## src/rtl/tone_burst_gen.sv

```systemverilog
// Square-wave tone / beep-sequence generator feeding the serial DAC sample input.
// Latency: start sampled on one edge, first high sample registered on that same edge (visible next cycle).
// Backpressure: none; start ignored while busy, stop aborts immediately without a done pulse.
module tone_burst_gen #(
    parameter int DATA_W = 12,
    parameter int HP_W   = 20,
    parameter int LEN_W  = 32,
    parameter int CNT_W  = 4
) (
    input  logic              clock,
    input  logic              rst_n,
    input  logic              start,
    input  logic              stop,
    input  logic [HP_W-1:0]   half_period,
    input  logic [LEN_W-1:0]  tone_len,
    input  logic [LEN_W-1:0]  gap_len,
    input  logic [CNT_W-1:0]  beep_count,
    input  logic [DATA_W-1:0] amplitude,
    output logic [DATA_W-1:0] audio_out,
    output logic              busy,
    output logic              done,
    output logic [CNT_W-1:0]  beeps_left
);

    typedef enum logic [1:0] {S_IDLE, S_TONE, S_GAP} state_t;

    state_t              r_state;
    logic [HP_W-1:0]     r_hp;
    logic [LEN_W-1:0]    r_tone_len;
    logic [LEN_W-1:0]    r_gap_len;
    logic [DATA_W-1:0]   r_amp;
    logic                r_cont;
    logic [HP_W-1:0]     r_half_cnt;
    logic [LEN_W-1:0]    r_tone_cnt;
    logic [LEN_W-1:0]    r_gap_cnt;
    logic                r_phase;
    logic [DATA_W-1:0]   r_audio;
    logic                r_busy;
    logic                r_done;
    logic [CNT_W-1:0]    r_beeps_left;

    // Zero pitch and zero burst length are clamped to one cycle at latch time.
    logic [HP_W-1:0]     w_hp_eff;
    logic [LEN_W-1:0]    w_tl_eff;
    assign w_hp_eff = (half_period == '0) ? HP_W'(1) : half_period;
    assign w_tl_eff = (tone_len == '0) ? LEN_W'(1) : tone_len;

    assign audio_out  = r_audio;
    assign busy       = r_busy;
    assign done       = r_done;
    assign beeps_left = r_beeps_left;

    // Sequencer: shadow config, square-wave phase, burst/gap counters and registered outputs.
    always_ff @(posedge clock or negedge rst_n) begin
        if (!rst_n) begin
            r_state      <= S_IDLE;
            r_hp         <= '0;
            r_tone_len   <= '0;
            r_gap_len    <= '0;
            r_amp        <= '0;
            r_cont       <= 1'b0;
            r_half_cnt   <= '0;
            r_tone_cnt   <= '0;
            r_gap_cnt    <= '0;
            r_phase      <= 1'b0;
            r_audio      <= '0;
            r_busy       <= 1'b0;
            r_done       <= 1'b0;
            r_beeps_left <= '0;
        end else begin
            r_done <= 1'b0;
            if (stop) begin
                r_state      <= S_IDLE;
                r_phase      <= 1'b0;
                r_audio      <= '0;
                r_busy       <= 1'b0;
                r_beeps_left <= '0;
            end else begin
                case (r_state)
                    S_IDLE: begin
                        r_audio      <= '0;
                        r_busy       <= 1'b0;
                        r_beeps_left <= '0;
                        if (start) begin
                            r_hp         <= w_hp_eff;
                            r_tone_len   <= w_tl_eff;
                            r_gap_len    <= gap_len;
                            r_amp        <= amplitude;
                            r_cont       <= (beep_count == '0);
                            r_state      <= S_TONE;
                            r_phase      <= 1'b1;
                            r_half_cnt   <= w_hp_eff;
                            r_tone_cnt   <= w_tl_eff;
                            r_audio      <= amplitude;
                            r_busy       <= 1'b1;
                            r_beeps_left <= beep_count;
                        end
                    end
                    S_TONE: begin
                        if (r_tone_cnt == LEN_W'(1)) begin
                            if (!r_cont && r_beeps_left == CNT_W'(1)) begin
                                r_state      <= S_IDLE;
                                r_done       <= 1'b1;
                                r_audio      <= '0;
                                r_busy       <= 1'b0;
                                r_beeps_left <= '0;
                                r_phase      <= 1'b0;
                            end else begin
                                if (!r_cont) begin
                                    r_beeps_left <= r_beeps_left - CNT_W'(1);
                                end
                                if (r_gap_len != '0) begin
                                    r_state   <= S_GAP;
                                    r_gap_cnt <= r_gap_len;
                                    r_audio   <= '0;
                                    r_phase   <= 1'b0;
                                end else begin
                                    // Every burst restarts high with a full half-period.
                                    r_phase    <= 1'b1;
                                    r_half_cnt <= r_hp;
                                    r_tone_cnt <= r_tone_len;
                                    r_audio    <= r_amp;
                                end
                            end
                        end else begin
                            r_tone_cnt <= r_tone_cnt - LEN_W'(1);
                            if (r_half_cnt == HP_W'(1)) begin
                                r_half_cnt <= r_hp;
                                r_phase    <= ~r_phase;
                                r_audio    <= r_phase ? '0 : r_amp;
                            end else begin
                                r_half_cnt <= r_half_cnt - HP_W'(1);
                                r_audio    <= r_phase ? r_amp : '0;
                            end
                        end
                    end
                    S_GAP: begin
                        r_audio <= '0;
                        if (r_gap_cnt == LEN_W'(1)) begin
                            r_state    <= S_TONE;
                            r_phase    <= 1'b1;
                            r_half_cnt <= r_hp;
                            r_tone_cnt <= r_tone_len;
                            r_audio    <= r_amp;
                        end else begin
                            r_gap_cnt <= r_gap_cnt - LEN_W'(1);
                        end
                    end
                    default: begin
                        r_state <= S_IDLE;
                        r_audio <= '0;
                        r_busy  <= 1'b0;
                    end
                endcase
            end
        end
    end

endmodule
```

## config.mk

```make
export PLATFORM = sky130hd
export DESIGN_NAME = tone_burst_gen
export DESIGN_NICKNAME = d
export VERILOG_FILES = /design/src/rtl/tone_burst_gen.sv
export SDC_FILE = /design/constraint.sdc
export NUM_CORES = 1
export LEC_CHECK = 0
export CORE_AREA = 5 5 150 152
export DETAILED_ROUTE_END_ITERATION = 7
export DIE_AREA = 0 0 155 157
export MAX_ROUTING_LAYER = met4
export PLACE_DENSITY = 0.83
export SLEW_MARGIN = 20
export SYNTH_ARGS = -nofsm -noshare
export SYNTH_HDL_FRONTEND = slang
export SYNTH_SLANG_ARGS = --single-unit
export TNS_END_PERCENT = 10
```

## constraint.sdc

```tcl
create_clock -name clock -period 6.4 [get_ports clock]
set_input_delay 1.28 -clock clock [delete_from_list [all_inputs] [get_ports clock]]
set_output_delay 1.28 -clock clock [all_outputs]
set_load 0.005 [all_outputs]
```

**After elaboration in Yosys (flattened, before gate mapping)**

Index checks and enable logic that the tools add are counted.
Widths: inputs -> output; s select.

- Word-level logic and storage cells: 120
- Register bits after elaboration: 202
- Input bits: 104
- Output and inout port bits: 18

- Muxes and demuxes: 60
- Reductions and logical operators: 18
- Add/sub/neg operators: 4
- Eq/ne operators: 22
- Bitwise logic cells: 2

Operators by type and width:

| kind | number |
|---|---|
| $mux 32 | 10 |
| $mux 20 | 7 |
| $mux 12 | 9 |
| $pmux 32 s3 | 1 |
| $eq 32x1->1 const B | 2 |
| $pmux 32 s2 | 1 |
| $sub 32x1->32 const B | 2 |
| $pmux 20 s3 | 1 |
| $pmux 12 s3 | 1 |
| $logic_not 32->1 | 1 |
| $reduce_bool 32->1 | 1 |
| $eq 20x1->1 const B | 1 |
| $logic_not 20->1 | 1 |
| $mux 4 | 5 |
| $sub 20x1->20 const B | 1 |
| $ne 3x3->1 const B | 6 |
| $mux 1 | 15 |
| $ne 2x2->1 const B | 7 |
| $mux 2 | 6 |
| $ne 4x4->1 const B | 3 |
| $reduce_and 6->1 | 2 |
| $reduce_and 3->1 | 3 |
| $pmux 4 s2 | 1 |
| $reduce_and 4->1 | 2 |
| 14 further kinds | 17 |

**Longest topological paths before layout**

Gate-level depths: netlist (run 1).

- Depth in word-level cells: 6
- Gate-level depth with buffers: 12
- Mapped depth without buffers: 9

**Least setup slack after synthesis (run 1)**

No wires, ideal clock.

- Path type: input to register
- Start: input port stop
- End: register r_gap_cnt[29]
- Buffers on the path: 1
- Setup time: 0.066 ns
- Path slack: 3.568 ns
- Stages on the path: 7
- Data required time: 6.334 ns
- Arrival time: 2.766 ns
- Cells stage by stage: nand3b_1 a2111o_1 and2_1 buf_6 or4_1 a21oi_1 a221o_1

- Longest elaborated chain between the ends: 2

RTL lines:

| item | RTL line | RTL |
|---|---|---|
| from (decl) | 13 | `input logic stop,` |
| $not 1->1 (no line) | -- |  |
| $reduce_and 6->1 (no line) | -- |  |
| to (signal assigned) | 114 | `r_gap_cnt <= r_gap_len;` |
| to (signal assigned) | 146 | `r_gap_cnt <= r_gap_cnt - LEN_W'(1);` |
| to (decl) | 35 | `logic [LEN_W-1:0] r_gap_cnt;` |

Every way passes these cells.
A chain may end at the register's enable or synchronous reset.

**Worst setup path after layout (run 1)**

- Start: register r_tone_cnt[14]
- End: register r_gap_cnt[16]

- Longest elaborated chain between the ends: 3

RTL lines:

| item | RTL line | RTL |
|---|---|---|
| from (decl) | 34 | `logic [LEN_W-1:0] r_tone_cnt;` |
| from (signal assigned) | 93 | `r_tone_cnt <= w_tl_eff;` |
| from (signal assigned) | 121 | `r_tone_cnt <= r_tone_len;` |
| from (signal assigned) | 126 | `r_tone_cnt <= r_tone_cnt - LEN_W'(1);` |
| $eq 32x1->1 | 100 | `if (r_tone_cnt == LEN_W'(1)) begin` |
| $ne 2x2->1 (no line) | -- |  |
| $reduce_and 6->1 (no line) | -- |  |

Every way passes these cells.

==> impl_metrics.csv, run 1 <==
group,metric,value,unit
global_routing,grt_pass1_wl,50800,um
critical_path,cpLargestDelayFamily,"simple AND/OR/NAND/NOR gates",
drt,drc,0,
hold_path,hold_end,"r_tone_len[18]",
hold_path,hold_path_startpoint,"r_tone_len[18]",
placement,dp.cells,1527,
critical_path,max_stage_delay,0.77,ns
cts,clk_latency,0.51,ns
cts,ctsLongestPathBuffers,3,
floorplan,dieHeight,157,um
drt,viasPerCell,6.44,
floorplan,core-area,0.0209,mm^2
sta,relSlewSlack,0.371,
cts,root_buffer,"clkbuf_16",
yosys,synth_edf_count,0,
sta,hold_viol_final,0,
cts,postCtsHoldBufs,0,
cts,path_clk_slew,0.06,ns
critical_path,required,6.84,ns
global_routing,grt_pass1_vias,9949,
critical_path,cp.arrival,4.18,ns
yosys,ys_seq_area_frac,0.447,
critical_path,worstPathCellList,"nor4_2, nand4_1, a2111o_1, and2_1, buf_4, or4_1, a21oi_1, a221o_1",
yosys,async_reset_ff_frac,1.00,
drt,wirelength,31000,um
yosys,syn-num-nets,1311,
critical_path,crit_cells,8,
critical_path,crit_slowest_cell,"nand4_1",
global_routing,grt_overflow,0,
yosys,yosys_warnings,0,
layout,stdcell_count,1569,
yosys,postSynthCellCount,1195,
status,status,"finished clean",
critical_path,worst_r2r_startpoint,"r_tone_cnt[14]",
critical_path,worst-path-buf-inv,1,
layout,fin_area,0.0135,mm^2
yosys,synth_area,0.0113,mm^2
sta,setup_viol,0,
placement,placed_area,0.0127,mm^2
layout,regArea,0.00505,mm^2
critical_path,critical_path_class,"reg -> reg",
layout,nFillCells,1689,
cts,htree_num_levels,1,
hold_path,hold_path_class,"reg -> reg",
sta,period_needed,3.74,ns
critical_path,reg2reg_to,"r_gap_cnt[16]",
layout,multi_input_area,0.00589,mm^2
drt,drt_pass1_iterations,5,
cts,cts_tree,"done",
sta,finalClockSkew,0.0138,ns
floorplan,start_util,0.541,
placement,hpwl,20200,um
layout,area_growth,19.0,%
drt,vias,10104,
global_routing,grt_usage,0.257,
critical_path,reg2reg_depth,8,
layout,drive_gt1_frac,0.135,
sta,fin_crit_sh,0.585,
job,maxCapViolCount,0,
layout,nNetsFinal,1393,
sta,tightest_slew,0.940,ns
placement,portBuffers,121,
cts,postCtsResizedCells,0,
yosys,ys_ff_latch,202,
critical_path,critPathLaunchType,"register",
floorplan,ioPinCount,122,
yosys,synth_cell_type_count,72,
sta,rsz0062_at_grt,"false",
pwr,leakage,5.20,nW
global_routing,grt_max_degree,94,
sta,clock.fmax,267,MHz
sta,holdWs,0.484,ns
drt,wl_per_cell,19.7,um
floorplan,die_w,155,um
cts,cts_made_buffers,23,
critical_path,r2r_slack,2.66,ns
yosys,syn_avg_cell_area,9.46,um^2
floorplan,rows,53,
sta,slew_viol_final,0,
placement,gp_congestion,0.916,
sta,setup_tns,0,ns
floorplan,fp.dieArea,0.0243,mm^2
pwr,ir_worst_vdd,0.236,mV
cts,cts_num_sinks,202,
hold_path,hold-path-cell-count,2,
critical_path,cp_max_fo,36,
pwr,powerDensity,380,mW/mm^2
yosys,ys.flop_type,"dfrtp_1",
global_routing,antenna_found_initial,0,
drt,drt_iter0_drc,894,
cts,postCtsSetupBuffers,0,
critical_path,cp-end-kind,"register",
drt,antenna_left,0,
[cell families after synthesis]
group           share of synthesized area
simple gates                        0.202
compound gates                      0.179
flops                               0.447
buf+inv                            0.0353
mux                                0.0935
xor+xnor                           0.0302
fa+ha+maj                          0.0133
[report_power, final]
part	leakage [nW]	switching, W	internal [W]
combinational	2.38	0.000834	0.000755
sequential	2.45	0.000469	0.00173
clock	0.375	0.000537	0.000793
total	5.20	0.00184	0.00328
[per-stage QoR]
| step | worst slack [ns] | utilization | power (W) |
|---|---|---|---|
| after floorplan | 3.57 | - | 0.00324 |
| after global placement | 2.41 | 0.607 | 0.00369 |
| after detailed placement | 2.36 | 0.607 | 0.00377 |
| after CTS | 2.74 | 0.644 | 0.00512 |
| after global routing | 2.41 | 0.644 | 0.00542 |
| final | 2.66 | 0.644 | 0.00512 |
[final cells by class]
class / instances / area share
diodes: 1 / 0.000186
clock inverters: 7 / 0.00512
clock buffers: 34 / 0.0518
repair buffers: 135 / 0.0981
well taps: 275 / 0.0256
multi-input cells: 894 / 0.438
inverters: 21 / 0.00586
flip-flops and latches: 202 / 0.376
[per-layer routing]
metal / routed length (um) / vias to the layer above / track usage
met5: 0 / - / -
met2: 15200 / 396 / 0.417
met1: 12700 / 5002 / 0.332
li1: - / 4645 / -
met3: 2310 / 61 / 0.0437
met4: 694 / 0 / 0.0828
[how the worst max path moves through the flow]
stage               slack [ns]       endpoint            from
CTS                       2.74  r_tone_cnt[7]  r_tone_cnt[14]
global placement          2.41       r_amp[9]            stop
floorplan                 3.57  r_gap_cnt[29]            stop
finish                    2.66  r_gap_cnt[16]  r_tone_cnt[14]
detailed placement        2.36       r_hp[14]            stop
global route              2.41  r_gap_cnt[29]  r_tone_cnt[14]
[registers in the layout, indices dropped and copies added, names as in the netlist]
register,flops
done,1
r_gap_len,32
r_state,2
r_tone_len,32
r_gap_cnt,32
r_hp,20
r_tone_cnt,32
r_amp,12
r_phase,1
beeps_left,4
r_cont,1
audio_out,12
busy,1
r_half_cnt,20
[Yosys cell counts, drive strengths merged (12+ instances only)]
library cell	number	area (um^2)
a21oi	39	195
a22oi	12	90.1
a31oi	24	150
a32o	14	140
buf	18	95.1
clkbuf	60	225
dfrtp	202	5050
ha	12	150
inv	19	71.3
mux2	93	1050
nand2	147	552
nand3	54	270
nand4	21	131
nor2	59	224
nor3	35	175
nor4	45	352
o21ai	122	611
or3	12	75.1
or4	18	143
xnor2	26	228
xor2	13	114
[worst register-to-register path, stage by stage (launching register included)]
cell and delay (ns):
dfrtp_1 0.43, nor4_2 0.55, nand4_1 0.77, a2111o_1 0.67, and2_1 0.17, buf_4 0.24, or4_1 0.55, a21oi_1 0.15
a221o_1 0.15
[cell usage in the layout (no fill, tap or decap), drive strengths merged, types with 4 or more instances in the layout]
cell type	n
a211oi	8
a21o	7
a21oi	39
a221o	6
a221oi	9
a22oi	12
a311oi	4
a31oi	24
a32o	14
a32oi	6
and2	4
and3	10
and4	4
buf	14
clkbuf	35
clkdlybuf4s50	120
clkinv	6
dfrtp	202
ha	12
inv	19
mux2	93
nand2	147
nand3	54
nand3b	7
nand4	21
nor2	59
nor3	35
nor4	45
o211ai	11
o21ai	122
o22ai	11
o31ai	10
or3	12
or4	18
xnor2	26
xor2	13
(Power assumes the default switching activity.)
==> inputs of run 2 (changes only) <==
Settings changed: CORE_AREA 5 5 150 152 to 5 5 154 156, DIE_AREA 0 0 155 157 to 0 0 159 161, PLACE_DENSITY 0.83 to 0.82.
Clock period 6.4 ns to 3.1 ns, I/O delays scaled along.
==> impl_metrics.csv, run 2 (synthesized netlist as in run 1, its figures left out) <==
group,metric,value,unit
floorplan,start_util,0.509,
layout,area_growth,22.5,%
sta,hold_viol_final,0,
placement,placed_area,0.0130,mm^2
global_routing,grt_pass1_wl,52600,um
pwr,powerDensity,793,mW/mm^2
placement,hpwl,21500,um
global_routing,grt_usage,0.249,
sta,relSlewSlack,0.415,
drt,drt_pass1_iterations,5,
global_routing,grt_pass1_vias,10257,
critical_path,reg2reg_depth,9,
critical_path,critPathLaunchType,"register",
cts,ctsLongestPathBuffers,3,
pwr,ir_worst_vdd,0.563,mV
cts,cts_tree,"done",
critical_path,critical_path_class,"reg -> reg",
cts,clk_latency,0.52,ns
drt,viasPerCell,6.41,
floorplan,core-area,0.0222,mm^2
cts,htree_num_levels,1,
cts,postCtsSetupBuffers,0,
global_routing,antenna_found_initial,0,
floorplan,fp.dieArea,0.0256,mm^2
drt,wl_per_cell,19.8,um
sta,finalClockSkew,0.0165,ns
sta,tightest_slew,0.877,ns
floorplan,dieHeight,161,um
layout,n_antenna_cell,0,
floorplan,rows,55,
status,status,"finished clean",
floorplan,die_w,159,um
sta,period_needed,2.97,ns
layout,nNetsFinal,1425,
floorplan,ioPinCount,122,
layout,utilization,0.623,
layout,mostFrequentLayoutCells,"202 x dfrtp_1, 147 x nand2_1, 120 x clkdlybuf4s50_1",
drt,drt_iter0_drc,1012,
cts,cts_made_buffers,24,
sta,setup_viol,0,
critical_path,cp_max_fo,11,
cts,root_buffer,"clkbuf_16",
critical_path,cp.arrival,3.42,ns
pwr,leakage,5.42,nW
sta,slew_viol_final,0,
drt,vias,10339,
cts,cts_num_sinks,202,
critical_path,required,3.55,ns
sta,rsz0062_at_grt,"false",
drt,drc,0,
drt,antenna_left,0,
layout,fin_area,0.0139,mm^2
hold_path,hold_path_class,"in -> async",
sta,clock.fmax,337,MHz
layout,stdcell_count,1612,
global_routing,grt_overflow,0,
sta,setup_tns,0,ns
pwr,power,0.0110,W
job,maxCapViolCount,0,
placement,dp.cells,1568,
critical_path,cp-end-kind,"register",
layout,drive_gt1_frac,0.158,
cts,path_clk_slew,0.06,ns
placement,portBuffers,121,
global_routing,grt_max_degree,75,
sta,fin_crit_sh,0.958,
placement,gp_congestion,0.912,
layout,layout_commonest_cell,"dfrtp_1",
drt,wirelength,32000,um
run 2: changes by cell type in the layout (fill, tap and decap cells not counted), moves of 2 or more:
| cell | change |
|---|---|
| buf_12 | +5 |
| buf_4 | +26 |
| bufinv_16 | +3 |
| clkbuf_1 | -2 |
| clkbuf_16 | +2 |
| clkbuf_8 | -5 |
| clkinv_2 | +2 |
| clkinvlp_4 | +2 |
run 2: repair_timing:
item,4_1_cts,5_1_grt
hold buffers,0,0
gates resized for setup,0,1
setup endpoints to repair,0,2
run 2: critical path, stage by stage (launching register included):
cell	delay, ns
dfrtp_1	0.40
inv_1	0.11
ha_1	0.15
or4b_4	0.47
nand4b_4	0.24
a2111o_1	0.43
and2_2	0.29
or4_1	0.51
a21oi_1	0.17
a221o_1	0.13
run 2: power by group:
| group | internal [W] | leakage (nW) | switching, W |
|---|---|---|---|
| logic | 0.00164 | 2.55 | 0.00176 |
| clock network | 0.00188 | 0.416 | 0.00116 |
| registers | 0.00357 | 2.45 | 0.000975 |
| total | 0.00709 | 5.42 | 0.00389 |
run 2: worst paths after layout:
check / start / to / slack, ns
setup / recovery: r_tone_cnt[1] / r_gap_cnt[16] / 0.13
hold / removal: rst_n / r_tone_cnt[12] / 0.05
setup reg to reg: r_tone_cnt[1] / r_gap_cnt[16] / 0.13
hold reg to reg: r_amp[6] / r_amp[6] / 0.51
max in group asynchronous: rst_n / r_hp[9] / 2.28
min in group clock: r_amp[6] / r_amp[6] / 0.51
run 2: final cells by class:
type	instances	area, um^2
timing repair buffer	166	1620
sequential	202	5050
tap	285	357
clock buffer	29	671
clock inverter	15	193
fill	1824	8380
multi-input combinational	894	5880
inverter	21	78.8
run 2: routing by layer:
layer	vias to the layer above	wire, um	part of all wire	global-route usage
met5	-	0	0	-
met4	0	1130	0.035	0.0892
met3	98	2260	0.071	0.0396
met2	478	15800	0.49	0.413
met1	5054	12800	0.40	0.312
li1	4709	-	-	-
run 2: metrics by stage:
| stage | setup WS, ns | hold WS (ns) |
|---|---|---|
| finish | 0.131 | 0.0507 |
| global route | 0.0158 | 0.0880 |
| CTS | 0.120 | 0.0635 |
| detailed placement | 0.140 | 0.498 |
| global placement | 0.227 | 0.467 |
| floorplan | 0.379 | 0.324 |
==> inputs of run 3 (changes only) <==
--- a/constraint.sdc
+++ b/constraint.sdc
@@ -3,2 +3,2 @@
 set_output_delay 0.62 -clock clock [all_outputs]
-set_load 0.005 [all_outputs]
+set_load 0.01 [all_outputs]
==> results of run 3 <==
Same layout as run 2 (identical final DEF). Status: finished clean.
